$ cat src/rtl/led_chaser_pkg.sv
// Shared definitions for the LED chaser: default width, pattern codes,
// FSM state encoding and the starting image of each pattern.
package led_chaser_pkg;

   localparam int W_DEFAULT = 8;

   localparam logic [1:0] PAT_ROT_L  = 2'b00;
   localparam logic [1:0] PAT_ROT_R  = 2'b01;
   localparam logic [1:0] PAT_BOUNCE = 2'b10;
   localparam logic [1:0] PAT_FILL   = 2'b11;

   typedef enum logic {
      ST_LOAD = 1'b0,
      ST_RUN  = 1'b1
   } state_e;

   // Starting images are width independent, so they are described by which
   // end (if any) of the LED bar is lit; the top module expands them to W bits.
   typedef enum logic [1:0] {
      SEED_NONE = 2'b00,
      SEED_LSB  = 2'b01,
      SEED_MSB  = 2'b10
   } seed_e;

   localparam seed_e INIT_ROT_L  = SEED_LSB;
   localparam seed_e INIT_ROT_R  = SEED_MSB;
   localparam seed_e INIT_BOUNCE = SEED_LSB;
   localparam seed_e INIT_FILL   = SEED_NONE;

endpackage

$ cat src/rtl/led_chaser_ctrl_sync_ff.sv
// Multi-stage flip-flop synchronizer used to bring the board switches into
// the clock domain before any decision is made on them.
module sync_ff #(
   parameter int WIDTH  = 4,
   parameter int STAGES = 2
) (
   input  logic             clk,
   input  logic             reset,
   input  logic [WIDTH-1:0] d_i,
   output logic [WIDTH-1:0] q_o
);

   logic [WIDTH-1:0] stageQ [STAGES];

   // Shift the raw input through the chain; the whole chain clears on reset.
   always_ff @(posedge clk or negedge reset) begin
      if (!reset) begin
         for (int i = 0; i < STAGES; i++) begin
            stageQ[i] <= '0;
         end
      end else begin
         stageQ[0] <= d_i;
         for (int i = 1; i < STAGES; i++) begin
            stageQ[i] <= stageQ[i-1];
         end
      end
   end

   assign q_o = stageQ[STAGES-1];

endmodule

$ cat src/rtl/led_chaser_ctrl.sv
// LED chaser sequencer: paces an 8-LED pattern from one of four divider
// square waves and switches between rotate, bounce and fill patterns.
module led_chaser_ctrl
   import led_chaser_pkg::*;
#(
   parameter int W           = W_DEFAULT,
   parameter int SYNC_STAGES = 2
) (
   input  logic         clk,
   input  logic         reset,
   input  logic [3:0]   rate_in,
   input  logic [3:0]   sw,
   output logic [W-1:0] led,
   output logic         step
);

   localparam logic [W-1:0] LED_LSB = {{(W-1){1'b0}}, 1'b1};
   localparam logic [W-1:0] LED_MSB = {1'b1, {(W-1){1'b0}}};

   logic [3:0]   swSync;
   logic [1:0]   sel;
   logic         cur;
   logic         tick;
   logic         prevQ;
   logic [1:0]   selPrevQ;
   state_e       stateQ;
   logic [W-1:0] ledQ;
   logic         stepQ;
   logic [1:0]   patQ;
   logic         dirQ;
   logic         phaseQ;
   logic [W-1:0] ledD;
   logic         dirD;
   logic         phaseD;
   logic [W-1:0] initLed;
   seed_e        seed;

   sync_ff #(
      .WIDTH  (4),
      .STAGES (SYNC_STAGES)
   ) swSyncInst (
      .clk   (clk),
      .reset (reset),
      .d_i   (sw),
      .q_o   (swSync)
   );

   // Pick the paced divider bit and turn its rising edge into a tick; a tick
   // is suppressed in the cycle the speed selection changes, because the
   // previous sample belongs to a different divider output.
   always_comb begin
      sel  = swSync[1:0];
      cur  = rate_in[sel];
      tick = cur & ~prevQ & (sel == selPrevQ);
   end

   // Remember last cycle's selected level and selection for edge detection.
   always_ff @(posedge clk or negedge reset) begin
      if (!reset) begin
         prevQ    <= 1'b0;
         selPrevQ <= 2'b00;
      end else begin
         prevQ    <= cur;
         selPrevQ <= sel;
      end
   end

   // Expand the current pattern's seed into the starting LED image.
   always_comb begin
      seed = SEED_NONE;
      case (patQ)
         PAT_ROT_L:  seed = INIT_ROT_L;
         PAT_ROT_R:  seed = INIT_ROT_R;
         PAT_BOUNCE: seed = INIT_BOUNCE;
         default:    seed = INIT_FILL;
      endcase
      case (seed)
         SEED_LSB: initLed = LED_LSB;
         SEED_MSB: initLed = LED_MSB;
         default:  initLed = '0;
      endcase
   end

   // Compute the next LED image, bounce direction and fill phase for one step.
   always_comb begin
      ledD   = ledQ;
      dirD   = dirQ;
      phaseD = phaseQ;
      case (patQ)
         PAT_ROT_L: ledD = {ledQ[W-2:0], ledQ[W-1]};
         PAT_ROT_R: ledD = {ledQ[0], ledQ[W-1:1]};
         PAT_BOUNCE: begin
            if (!dirQ) begin
               if (ledQ[W-1]) begin
                  ledD = ledQ >> 1;
                  dirD = 1'b1;
               end else begin
                  ledD = ledQ << 1;
               end
            end else begin
               if (ledQ[0]) begin
                  ledD = ledQ << 1;
                  dirD = 1'b0;
               end else begin
                  ledD = ledQ >> 1;
               end
            end
         end
         default: begin
            if (!phaseQ) begin
               ledD = {ledQ[W-2:0], 1'b1};
               if (ledD == '1) begin
                  phaseD = 1'b1;
               end
            end else begin
               ledD = {ledQ[W-2:0], 1'b0};
               if (ledD == '0) begin
                  phaseD = 1'b0;
               end
            end
         end
      endcase
   end

   // Sequencer: LOAD seeds the pattern, RUN advances on ticks and reloads
   // when the pattern switches change (a pattern change outranks a tick).
   always_ff @(posedge clk or negedge reset) begin
      if (!reset) begin
         stateQ <= ST_LOAD;
         ledQ   <= '0;
         stepQ  <= 1'b0;
         patQ   <= PAT_ROT_L;
         dirQ   <= 1'b0;
         phaseQ <= 1'b0;
      end else begin
         case (stateQ)
            ST_LOAD: begin
               ledQ   <= initLed;
               dirQ   <= 1'b0;
               phaseQ <= 1'b0;
               stepQ  <= 1'b0;
               stateQ <= ST_RUN;
            end
            default: begin
               if (swSync[3:2] != patQ) begin
                  patQ   <= swSync[3:2];
                  stepQ  <= 1'b0;
                  stateQ <= ST_LOAD;
               end else if (tick) begin
                  ledQ   <= ledD;
                  dirQ   <= dirD;
                  phaseQ <= phaseD;
                  stepQ  <= 1'b1;
               end else begin
                  stepQ  <= 1'b0;
               end
            end
         endcase
      end
   end

   assign led  = ledQ;
   assign step = stepQ;

endmodule

$ cat config.mk
export PLATFORM = sky130hd
export DESIGN_NAME = led_chaser_ctrl
export DESIGN_NICKNAME = d
export VERILOG_FILES = /design/src/rtl/led_chaser_pkg.sv /design/src/rtl/led_chaser_ctrl_sync_ff.sv /design/src/rtl/led_chaser_ctrl.sv
export SDC_FILE = /design/constraint.sdc
export NUM_CORES = 1
export LEC_CHECK = 0
export ABC_AREA = 1
export CORE_MARGIN = 1.5
export CORE_UTILIZATION = 60
export CTS_BUF_LIST = sky130_fd_sc_hd__clkbuf_4
export CTS_CLUSTER_SIZE = 14
export DETAILED_ROUTE_END_ITERATION = 12
export PLACE_DENSITY_LB_ADDON = 0.1
export SKIP_LAST_GASP = 1
export SYNTH_ARGS = -nofsm -noshare
export SYNTH_HDL_FRONTEND = slang
export SYNTH_SLANG_ARGS = --single-unit
$ cat constraint.sdc
create_clock -name clk -period 3.9 [get_ports clk]
set_input_delay 0.975 -clock clk [delete_from_list [all_inputs] [get_ports clk]]
set_output_delay 0.975 -clock clk [all_outputs]
set_load 0.005 [all_outputs]
==> summary.txt, run 1 <==
Floorplan
  • Rows: 17
  • Die X: approximately 50 um
  • Core Box Area: about 2200 um^2
  • Io pins: 19
  • Die ar.: between 2000 and 3000 um^2
  • Initial core utilization: between 60% and 70%
  • Die height: a little over 50 um

Cells and area
  • Ant. Diodes: 0
  • Filler Cell Count: roughly 190
  • Area grow syn2layout: 14.9%
  • Final nets: ~210
  • Share of cells above drive strength 1: between 10% and 20%

Power
  • Int Power: approximately 0.00059 W
  • Peak VDD IR: ~0.00053 V
  • Comb power frac: about 50%
  • Sw power: 0.000519 W
  • Total power: about 0.0011 W
  • Switching Share: between 40 and 50%
  • Power Dens Cells: between 600 and 700 nW/um^2
  • Sequential Power Share: 39.4%
  • Clock network fraction of total power: between 10% and 20%
  • Pleak: 0.830 nW

Drt
  • DR vias/cell: roughly 5.1
  • DRT Pass-1 Iters: 4
  • Residual DRC count: 0
  • Routed length per instance: between 10 and 15 um
  • Iteration-0 DRC count of the detailed router: 44
  • DRT antenna net count: 0
  • Vias: between 1,000 and 1,500
  • WL final: 2670 um

Clock tree
  • CTS tree: built
  • Setup Fix Bufs, Post-CTS: 0
  • Clock Tree Root: clkbuf_4
  • Clock buffer depth: 2
  • Post-cts sizing count: 0
  • Worst skew pair latency: approximately 0.32 ns
  • Hold-fix buffers, CTS: 0
  • TritonCTS buffer count: 3
  • Clock Pin Slew Worst Setup and Hold Paths: 0.14 ns
  • Clk sink count: 25
  • Number of H-tree levels: 1

Status
  • Status: complete, no violations

Timing
  • Post-route minimum period: about 2.4 ns
  • Slew headroom: 30.9%
  • RSZ-0062 raised after global routing: no
  • Final Hold Viols: 0
  • Clock skew: ~0.0023 ns
  • Setup TNS: 0 ns
  • Peak Freq: roughly 420 MHz
  • Slew Limit Fails: 0
  • Fin crit share: roughly 61%
  • Worst slew pin tran: just over 1 ns
  • Endpoints failing setup: 0

Yosys
  • Post-synthesis cell type count: 19
  • Seq/Total Area, Yosys: 44.8%
  • Mean Syn Cell Area: about 7.5 um^2
  • Post-synth top area cell: dfrtp_1
  • Area contributors post-synth: dfrtp_1 (45%), nand2_1 (20%), nand3_1 (6.1%)
  • Mapped Area: around 1400 um^2
  • Seq cells post-synth: 25
  • Synth Net Count: a little under 200
  • Yosys top cell area share: between 40% and 50%
  • Mapped Cells: between 150 and 200
  • Syn. warnings: 0

Hold path
  • Cells on Worst Hold Path: 0
  • Hold endpoint: swSyncInst.q_o[0]$_DFF_PN0_
  • Hold path startpoint: swSyncInst.stageQ[4]$_DFF_PN0_
  • Min-delay worst type: register to register

Setup path
  • Max incr delay on CP: between 0.5 and 0.6 ns
  • Setup crit end kind: primary output
  • Worst-path maximum fanout: 9
  • Path depth of the worst reg2reg path: 7
  • Critical R2R Capture: led[3]$_DFFE_PN0P_
  • Number of buffers and inverters on the critical path: 1
  • Reg2Reg Setup Slack: 2.46 ns
  • Critical path startpoint category: register
  • Cell class contributing the biggest share of worst-path delay: buffers and inverters
  • Arrival time at the worst endpoint: around 1.4 ns
  • Worst r2r src: patQ[0]$_DFFE_PN0P_
  • CP Class: register to primary output
  • Critical path required time: 2.92 ns
  • Critical path cell sequence: clkdlybuf4s50_1
  • Slowest cell on crit path: clkdlybuf4s50_1

Placement
  • Final GP Congestion: 0.917
  • Port-buffer cells: 18
  • DP HPWL: 2040 um

Job
  • Maxcap violations: 0

GRT
  • Largest net degree at the start of global routing: 26
  • GRT Overall Usage: about a quarter
  • Total grt overflow: 0
  • Initial antenna violation count: 0
  • Global-route wire length before repair: around 4700 um
  • Vias in the first global route: 1,087
==> placed cells by master, fill, tap and decap left out, types with 4 or more instances in the layout <==
master	Yosys	routed
a21oi_1	4	4
nand2_2	7	7
clkdlybuf4s50_1	0	18
dfrtp_1	25	25
nand3_1	17	17
inv_1	21	21
nand2_1	75	75
nor2_1	13	13
==> how the worst max path moves through the flow <==
stage	start	to	slack, ns	depth (start not counted)
after CTS	led[7]$_DFFE_PN0P_	led[7]	1.51	1
after detailed placement	reset	led[3]$_DFFE_PN0P_	1.59	1
after floorplan	rate_in[3]	led[2]$_DFFE_PN0P_	2.23	9
after global placement	reset	led[3]$_DFFE_PN0P_	1.63	1
final	led[0]$_DFFE_PN0P_	led[0]	1.51	1
after global routing	led[7]$_DFFE_PN0P_	led[7]	1.44	1
==> routing by layer <==
metal | vias up | wire length, um | GRT usage [%]
met3 | 7 | 194 | 4.39
met1 | 542 | 1140 | 34.2
met2 | 36 | 1280 | 37.9
li1 | 597 | - | -
met4 | 0 | 51 | 10.1
met5 | - | 0 | 0
==> sequential cells by signal (all words and copies together), names as in the netlist, 2 cells and up <==
| signal | cells |
|---|---|
| patQ | 2 |
| swSyncInst.stageQ | 4 |
| swSyncInst.q_o | 4 |
| led | 8 |
| selPrevQ | 2 |
==> logic make-up after synthesis <==
family                    after synthesis  share of synthesized area, %
DFF                                    25                          44.8
buffers and inverters                  27                          8.97
xor gates and xnor gates                1                         0.628
AOI/OAI and AO/OA                       8                          3.68
and+or+nand+nor                       124                          41.9
==> power by group through the flow <==
| stage | clock network, W | registers, W | logic (W) |
|---|---|---|---|
| 2_1_floorplan | 0 | 0.000390 | 0.000453 |
| 3_3_place_gp | 0 | 0.000433 | 0.000530 |
| 3_5_place_dp | 0 | 0.000437 | 0.000546 |
| 4_1_cts | 0.000126 | 0.000432 | 0.000548 |
| 5_1_grt | 0.000135 | 0.000449 | 0.000631 |
| 6_report | 0.000122 | 0.000438 | 0.000550 |
==> cell usage after synthesis, drive strengths merged <==
master,instances
nand2,85
dfrtp,25
inv,23
nand3,19
nor2,16
a21oi,5
buf,3
o21ai,3
nand3b,2
nand4,2
clkbuf,1
xor2,1
==> final cells by class <==
class	count	area (um^2)	share of cell area (%)
Clock buffer	3	22.5	1.41
Tap cell	28	35.0	2.19
Clock inverter	1	8.76	0.546
Inverter	23	86.3	5.39
Timing Repair Buffer	18	180	11.2
Sequential cell	25	626	39.0
Multi-Input combinational cell	133	644	40.2
==> per-stage QoR <==
step	worst slack [ns]	utilization, %	hold slack (ns)	std cells	area, um^2
after detailed placement	1.59	71.0	0.338	227	1570
after global placement	1.63	71.0	0.333	227	1570
after CTS	1.51	72.5	0.370	231	1600
after global routing	1.44	72.5	0.377	231	1600
after floorplan	2.23	-	0.331	185	1400
final	1.51	72.5	0.368	231	1600
(Power assumes the default switching activity.)
==> run 2: changes to the inputs <==
--- a/config.mk
+++ b/config.mk
@@ -7,7 +7,7 @@
 export LEC_CHECK = 0
 export ABC_AREA = 1
 export CORE_MARGIN = 1.5
-export CORE_UTILIZATION = 60
+export CORE_UTILIZATION = 56
 export CTS_BUF_LIST = sky130_fd_sc_hd__clkbuf_4
 export CTS_CLUSTER_SIZE = 14
 export DETAILED_ROUTE_END_ITERATION = 12
==> constraint.sdc (replaced) <==
create_clock -name clk -period 2.2 [get_ports clk]
set_input_delay 0.55 -clock clk [delete_from_list [all_inputs] [get_ports clk]]
set_output_delay 0.55 -clock clk [all_outputs]
set_load 0.005 [all_outputs]
==> summary.txt, run 2 (synthesis gave the netlist of run 1 again) <==
Drt
  • WL final: 2560 um (-3.8%)
  • Iteration-0 DRC count of the detailed router: 24 (-45%)
  • Residual DRC count: 0 (unchanged)
  • DR vias/cell: 5.14 (+0.41%)
  • Vias: 1,192 (+0.85%)
  • DRT antenna net count: 0 (unchanged)
  • Routed length per instance: 11.1 um (-4.2%)
  • DRT Pass-1 Iters: 4 (unchanged)

GRT
  • Vias in the first global route: 1,154 (+6.2%)
  • Largest net degree at the start of global routing: 26 (unchanged)
  • Initial antenna violation count: 0 (unchanged)
  • Global-route wire length before repair: 4650 um (-2.0%)
  • Total grt overflow: 0 (unchanged)
  • GRT Overall Usage: 22.5% (-2.0 points)

Placement
  • Post-Place Worst Slack: 0.387 ns (-1.21 ns)
  • Final GP Congestion: 0.851 (-7.2%)
  • DP HPWL: 1990 um (-2.4%)
  • Port-buffer cells: 18 (unchanged)

Clock tree
  • Clk sink count: 25 (unchanged)
  • Clock Tree Root: clkbuf_4
  • Setup Fix Bufs, Post-CTS: 0 (unchanged)
  • Number of H-tree levels: 1 (unchanged)
  • Hold-fix buffers, CTS: 0 (unchanged)
  • Clock Pin Slew Worst Setup and Hold Paths: 0.13 ns (about the same)
  • Clock buffer depth: 2 (unchanged)
  • TritonCTS buffer count: 3 (unchanged)
  • CTS tree: built
  • Worst skew pair latency: 0.31 ns (about the same)
  • Post-cts sizing count: 0 (unchanged)

Timing
  • Slew Limit Fails: 0 (unchanged)
  • Peak Freq: approximately 510 MHz
  • Setup TNS: 0 ns (unchanged)
  • Final Hold Viols: 0 (unchanged)
  • RSZ-0062 raised after global routing: no
  • Post-route setup slack: 0.252 ns (-1.26 ns)
  • Hold Slack: 0.365 ns (-0.00276 ns)
  • Slew headroom: 71.3% (+40 points)
  • Clock skew: 0.00756 ns (+0.00531 ns)
  • Worst slew pin tran: 0.431 ns (-0.602 ns)
  • Fin crit share: 88.6%
  • Endpoints failing setup: 0 (unchanged)
  • Post-route minimum period: approximately 1.9 ns

Cells and area
  • Most common cell after layout, fill and taps aside: nand2_1
  • Final nets: 215 (+0.47%)
  • Max reg flops: 8 (unchanged)
  • Ant. Diodes: 0 (unchanged)
  • Share of cells above drive strength 1: 11.3% (+0.44 points)
  • Area grow syn2layout: 15.2%
  • Commonest non-fill, non-tap cells in the layout: nand2_1 (75), dfrtp_1 (25), inv_1 (21)

Job
  • Maxcap violations: 0 (unchanged)

Power
  • Power Dens Cells: 1200 nW/um^2 (+74%)
  • Pleak: 0.834 nW (+0.50%)
  • Peak VDD IR: 0.000884 V (+67%)

Hold path
  • Min-delay worst type: register to register

Status
  • Status: complete, no violations

Setup path
  • Arrival time at the worst endpoint: 1.40 ns (about the same)
  • Worst-path maximum fanout: 9 (unchanged)
  • Critical path required time: 1.65 ns (-1.27 ns)
  • Critical path startpoint category: register
  • Cell class contributing the biggest share of worst-path delay: buffers and inverters
  • Slowest cell on crit path: clkdlybuf4s50_1
  • Setup crit end kind: primary output
  • Number of buffers and inverters on the critical path: 1 (unchanged)
  • Max incr delay on CP: 0.56 ns (about the same)
  • CP Class: register to primary output
  • Critical path cell sequence: clkdlybuf4s50_1

Floorplan
  • Rows: 17 (unchanged)
  • Die X: 52.9 um (+3.3%)
  • Initial core utilization: 61.3% (-1.8 points)
  • Io pins: 19 (unchanged)
  • Core Box Area: 2280 um^2 (+2.9%)
  • Die height: 52.9 um (+3.3%)
  • Die ar.: 2800 um^2 (+6.7%)
[run 2: per-stage QoR]
stage	instance area (um^2)	util (%)	total power, W	cells
detailed placement	1580	69.4	0.00174	228
floorplan	1400	-	0.00149	185
global placement	1580	69.4	0.00172	228
global route	1610	70.6	0.00212	232
finish	1610	70.6	0.00193	232
CTS	1610	70.6	0.00194	232
[run 2: area by class of cell]
cell class | count | area (um^2)
sequential | 25 | 626
clock inverter | 1 | 5.00
timing repair buffer | 19 | 188
multi-input combinational | 133 | 644
inverter | 23 | 86.3
fill | 189 | 669
tap | 28 | 35.0
clock buffer | 3 | 22.5
[run 2: layer usage]
metal	vias to the layer above	GRT usage [%]	part of all wire, %
met5	-	0	0
met1	549	29.4	48
met2	32	35.8	45
met4	0	10.3	1.8
met3	6	4.80	5.0
li1	605	-	-
[run 2: power breakdown]
group	internal (W)	switching (W)
sequential	0.000567	0.000205
combinational	0.000409	0.000559
clock	0.0000680	0.000125
[run 2: path summary, 6_finish.rpt]
path	startpoint	endpoint	slack (ns)	depth (start not counted)
worst max-delay path	led[0]$_DFFE_PN0P_	led[0]	0.25	1
worst min-delay path	swSyncInst.stageQ[4]$_DFF_PN0_	swSyncInst.q_o[0]$_DFF_PN0_	0.37	0
max in group asynchronous	reset	led[2]$_DFFE_PN0P_	1.38	2
worst max register to register	patQ[0]$_DFFE_PN0P_	led[4]$_DFFE_PN0P_	0.79	7
min in group asynchronous	reset	selPrevQ[1]$_DFF_PN0_	0.57	2
worst min register to register	swSyncInst.stageQ[4]$_DFF_PN0_	swSyncInst.q_o[0]$_DFF_PN0_	0.37	0
==> run 3: changes to the inputs <==
--- a/config.mk
+++ b/config.mk
@@ -6,12 +6,14 @@
 export NUM_CORES = 1
 export LEC_CHECK = 0
 export ABC_AREA = 1
+export CAP_MARGIN = 20
 export CORE_MARGIN = 1.5
 export CORE_UTILIZATION = 56
 export CTS_BUF_LIST = sky130_fd_sc_hd__clkbuf_4
 export CTS_CLUSTER_SIZE = 14
 export DETAILED_ROUTE_END_ITERATION = 12
 export PLACE_DENSITY_LB_ADDON = 0.1
+export REMOVE_ABC_BUFFERS = 1
 export SKIP_LAST_GASP = 1
 export SYNTH_ARGS = -nofsm -noshare
 export SYNTH_HDL_FRONTEND = slang
==> summary.txt, run 3 (synthesis gave the netlist of run 1 again) <==
Status
  • Status: complete, no violations

Setup path
  • Max incr delay on CP: 0.56 ns (about the same)
  • Critical path required time: 1.65 ns (about the same)
  • Critical path startpoint category: register
  • Arrival time at the worst endpoint: 1.43 ns (+0.03 ns)
  • Cell class contributing the biggest share of worst-path delay: buffers and inverters
  • Slowest cell on crit path: clkdlybuf4s50_1
  • Number of buffers and inverters on the critical path: 1 (unchanged)
  • Setup crit end kind: primary output
  • Worst-path maximum fanout: 9 (unchanged)
  • CP Class: register to primary output
  • Critical path cell sequence: clkdlybuf4s50_1
  • Reg2Reg Setup Slack: 0.76 ns (-0.03 ns)

Power
  • Power Dens Cells: 1220 nW/um^2 (+1.2%)
  • Pleak: 0.834 nW (unchanged)
  • Peak VDD IR: 0.000984 V (+11%)

Placement
  • Final GP Congestion: 0.846 (-0.68%)
  • Placed Instances: 228 (unchanged)
  • Port-buffer cells: 18 (unchanged)
  • DP HPWL: 1990 um (about the same)

Drt
  • Routed length per instance: 11.4 um (+3.2%)
  • DR vias/cell: 5.19 (+0.92%)
  • WL final: 2650 um (+3.2%)
  • Residual DRC count: 0 (unchanged)
  • Iteration-0 DRC count of the detailed router: 31 (+29%)
  • DRT antenna net count: 0 (unchanged)
  • DRT Pass-1 Iters: 4 (unchanged)
  • Vias: 1,203 (+0.92%)

Timing
  • RSZ-0062 raised after global routing: no
  • Clock skew: 0.00984 ns (+0.00228 ns)
  • Slew headroom: 70.8% (-0.48 points)
  • Endpoints failing setup: 0 (unchanged)
  • Setup TNS: 0 ns (unchanged)
  • Peak Freq: 504 MHz (-1.8%)
  • Slew Limit Fails: 0 (unchanged)
  • Fin crit share: 90.2% (+1.6 points)
  • Worst slew pin tran: 0.438 ns (+0.00723 ns)
  • Final Hold Viols: 0 (unchanged)
  • Post-route minimum period: 1.98 ns (+0.0358 ns)

GRT
  • Total grt overflow: 0 (unchanged)
  • GRT Overall Usage: 22.5% (about the same)
  • Vias in the first global route: 1,097 (-4.9%)
  • Initial antenna violation count: 0 (unchanged)
  • Largest net degree at the start of global routing: 26 (unchanged)
  • Global-route wire length before repair: 4550 um (-2.2%)

Cells and area
  • Max reg flops: 8 (unchanged)
  • Commonest non-fill, non-tap cells in the layout: nand2_1 (75), dfrtp_1 (25), inv_1 (21)
  • Ant. Diodes: 0 (unchanged)
  • Register Area: 626 um^2 (unchanged)
  • Area of the multi-input gates: 644 um^2 (unchanged)
  • Area grow syn2layout: 15.2% (unchanged)
  • Most common cell after layout, fill and taps aside: nand2_1
  • Final std cells w/o fill: 232 (unchanged)
  • Final core occ: 70.6% (unchanged)
  • Filler Cell Count: 193 (+2.1%)
  • Share of cells above drive strength 1: 11.3% (unchanged)
  • Final nets: 215 (unchanged)

Floorplan
  • Rows: 17 (unchanged)
  • Core Box Area: 2280 um^2 (unchanged)
  • Io pins: 19 (unchanged)
  • Die X: 52.9 um (unchanged)
  • Die ar.: 2800 um^2 (unchanged)
  • Die height: 52.9 um (unchanged)
  • Initial core utilization: 61.3% (unchanged)

Clock tree
  • Setup Fix Bufs, Post-CTS: 0 (unchanged)
  • Number of H-tree levels: 1 (unchanged)
  • Clk sink count: 25 (unchanged)
  • Hold-fix buffers, CTS: 0 (unchanged)
  • Clock buffer depth: 2 (unchanged)
  • TritonCTS buffer count: 3 (unchanged)
  • CTS tree: built
  • Post-cts sizing count: 0 (unchanged)
  • Clock Tree Root: clkbuf_4
  • Worst skew pair latency: 0.33 ns (+0.02 ns)
  • Clock Pin Slew Worst Setup and Hold Paths: 0.13 ns (about the same)

Hold path
  • Min-delay worst type: register to register

Job
  • Maxcap violations: 0 (unchanged)
[run 3: stage by stage]
step	setup slack (ns)	instance area [um^2]	hold WS (ns)	total power, W
6_report	0.216	1610	0.366	0.00196
4_1_cts	0.229	1610	0.371	0.00196
5_1_grt	0.194	1610	0.384	0.00214
3_5_place_dp	0.391	1580	0.339	0.00175
2_1_floorplan	0.951	1360	0.254	0.00142
3_3_place_gp	0.410	1580	0.335	0.00172
[run 3: area by class of cell]
class / count / share of cell area (%)
clock buffers: 3 / 1.40
clock inverters: 1 / 0.312
inverters: 23 / 5.37
multi-input cells: 133 / 40.1
flip-flops and latches: 25 / 38.9
well taps: 28 / 2.18
repair buffers: 19 / 11.7
[run 3: power by group]
group	total [W]	switching [W]	internal [W]
combinational	0.000974	0.000565	0.000409
clock	0.000204	0.000136	0.0000683
sequential	0.000776	0.000210	0.000567
[run 3: routing by layer]
metal | up-vias | wire length [um] | track usage, %
met1 | 558 | 1280 | 30.4
met4 | 0 | 43 | 9.40
met2 | 29 | 1220 | 36.0
met3 | 5 | 106 | 3.67
met5 | - | 0 | 0
li1 | 611 | - | -
[run 3: final timing paths]
check | start | to | depth (start not counted)
max | led[0]$_DFFE_PN0P_ | led[0] | 1
min | swSyncInst.stageQ[4]$_DFF_PN0_ | swSyncInst.q_o[0]$_DFF_PN0_ | 0
max reg2reg | patQ[1]$_DFFE_PN0P_ | led[5]$_DFFE_PN0P_ | 8
min reg2reg | swSyncInst.stageQ[4]$_DFF_PN0_ | swSyncInst.q_o[0]$_DFF_PN0_ | 0
max in group asynchronous | reset | swSyncInst.q_o[2]$_DFF_PN0_ | 2
min in group asynchronous | reset | step$_DFF_PN0_ | 2
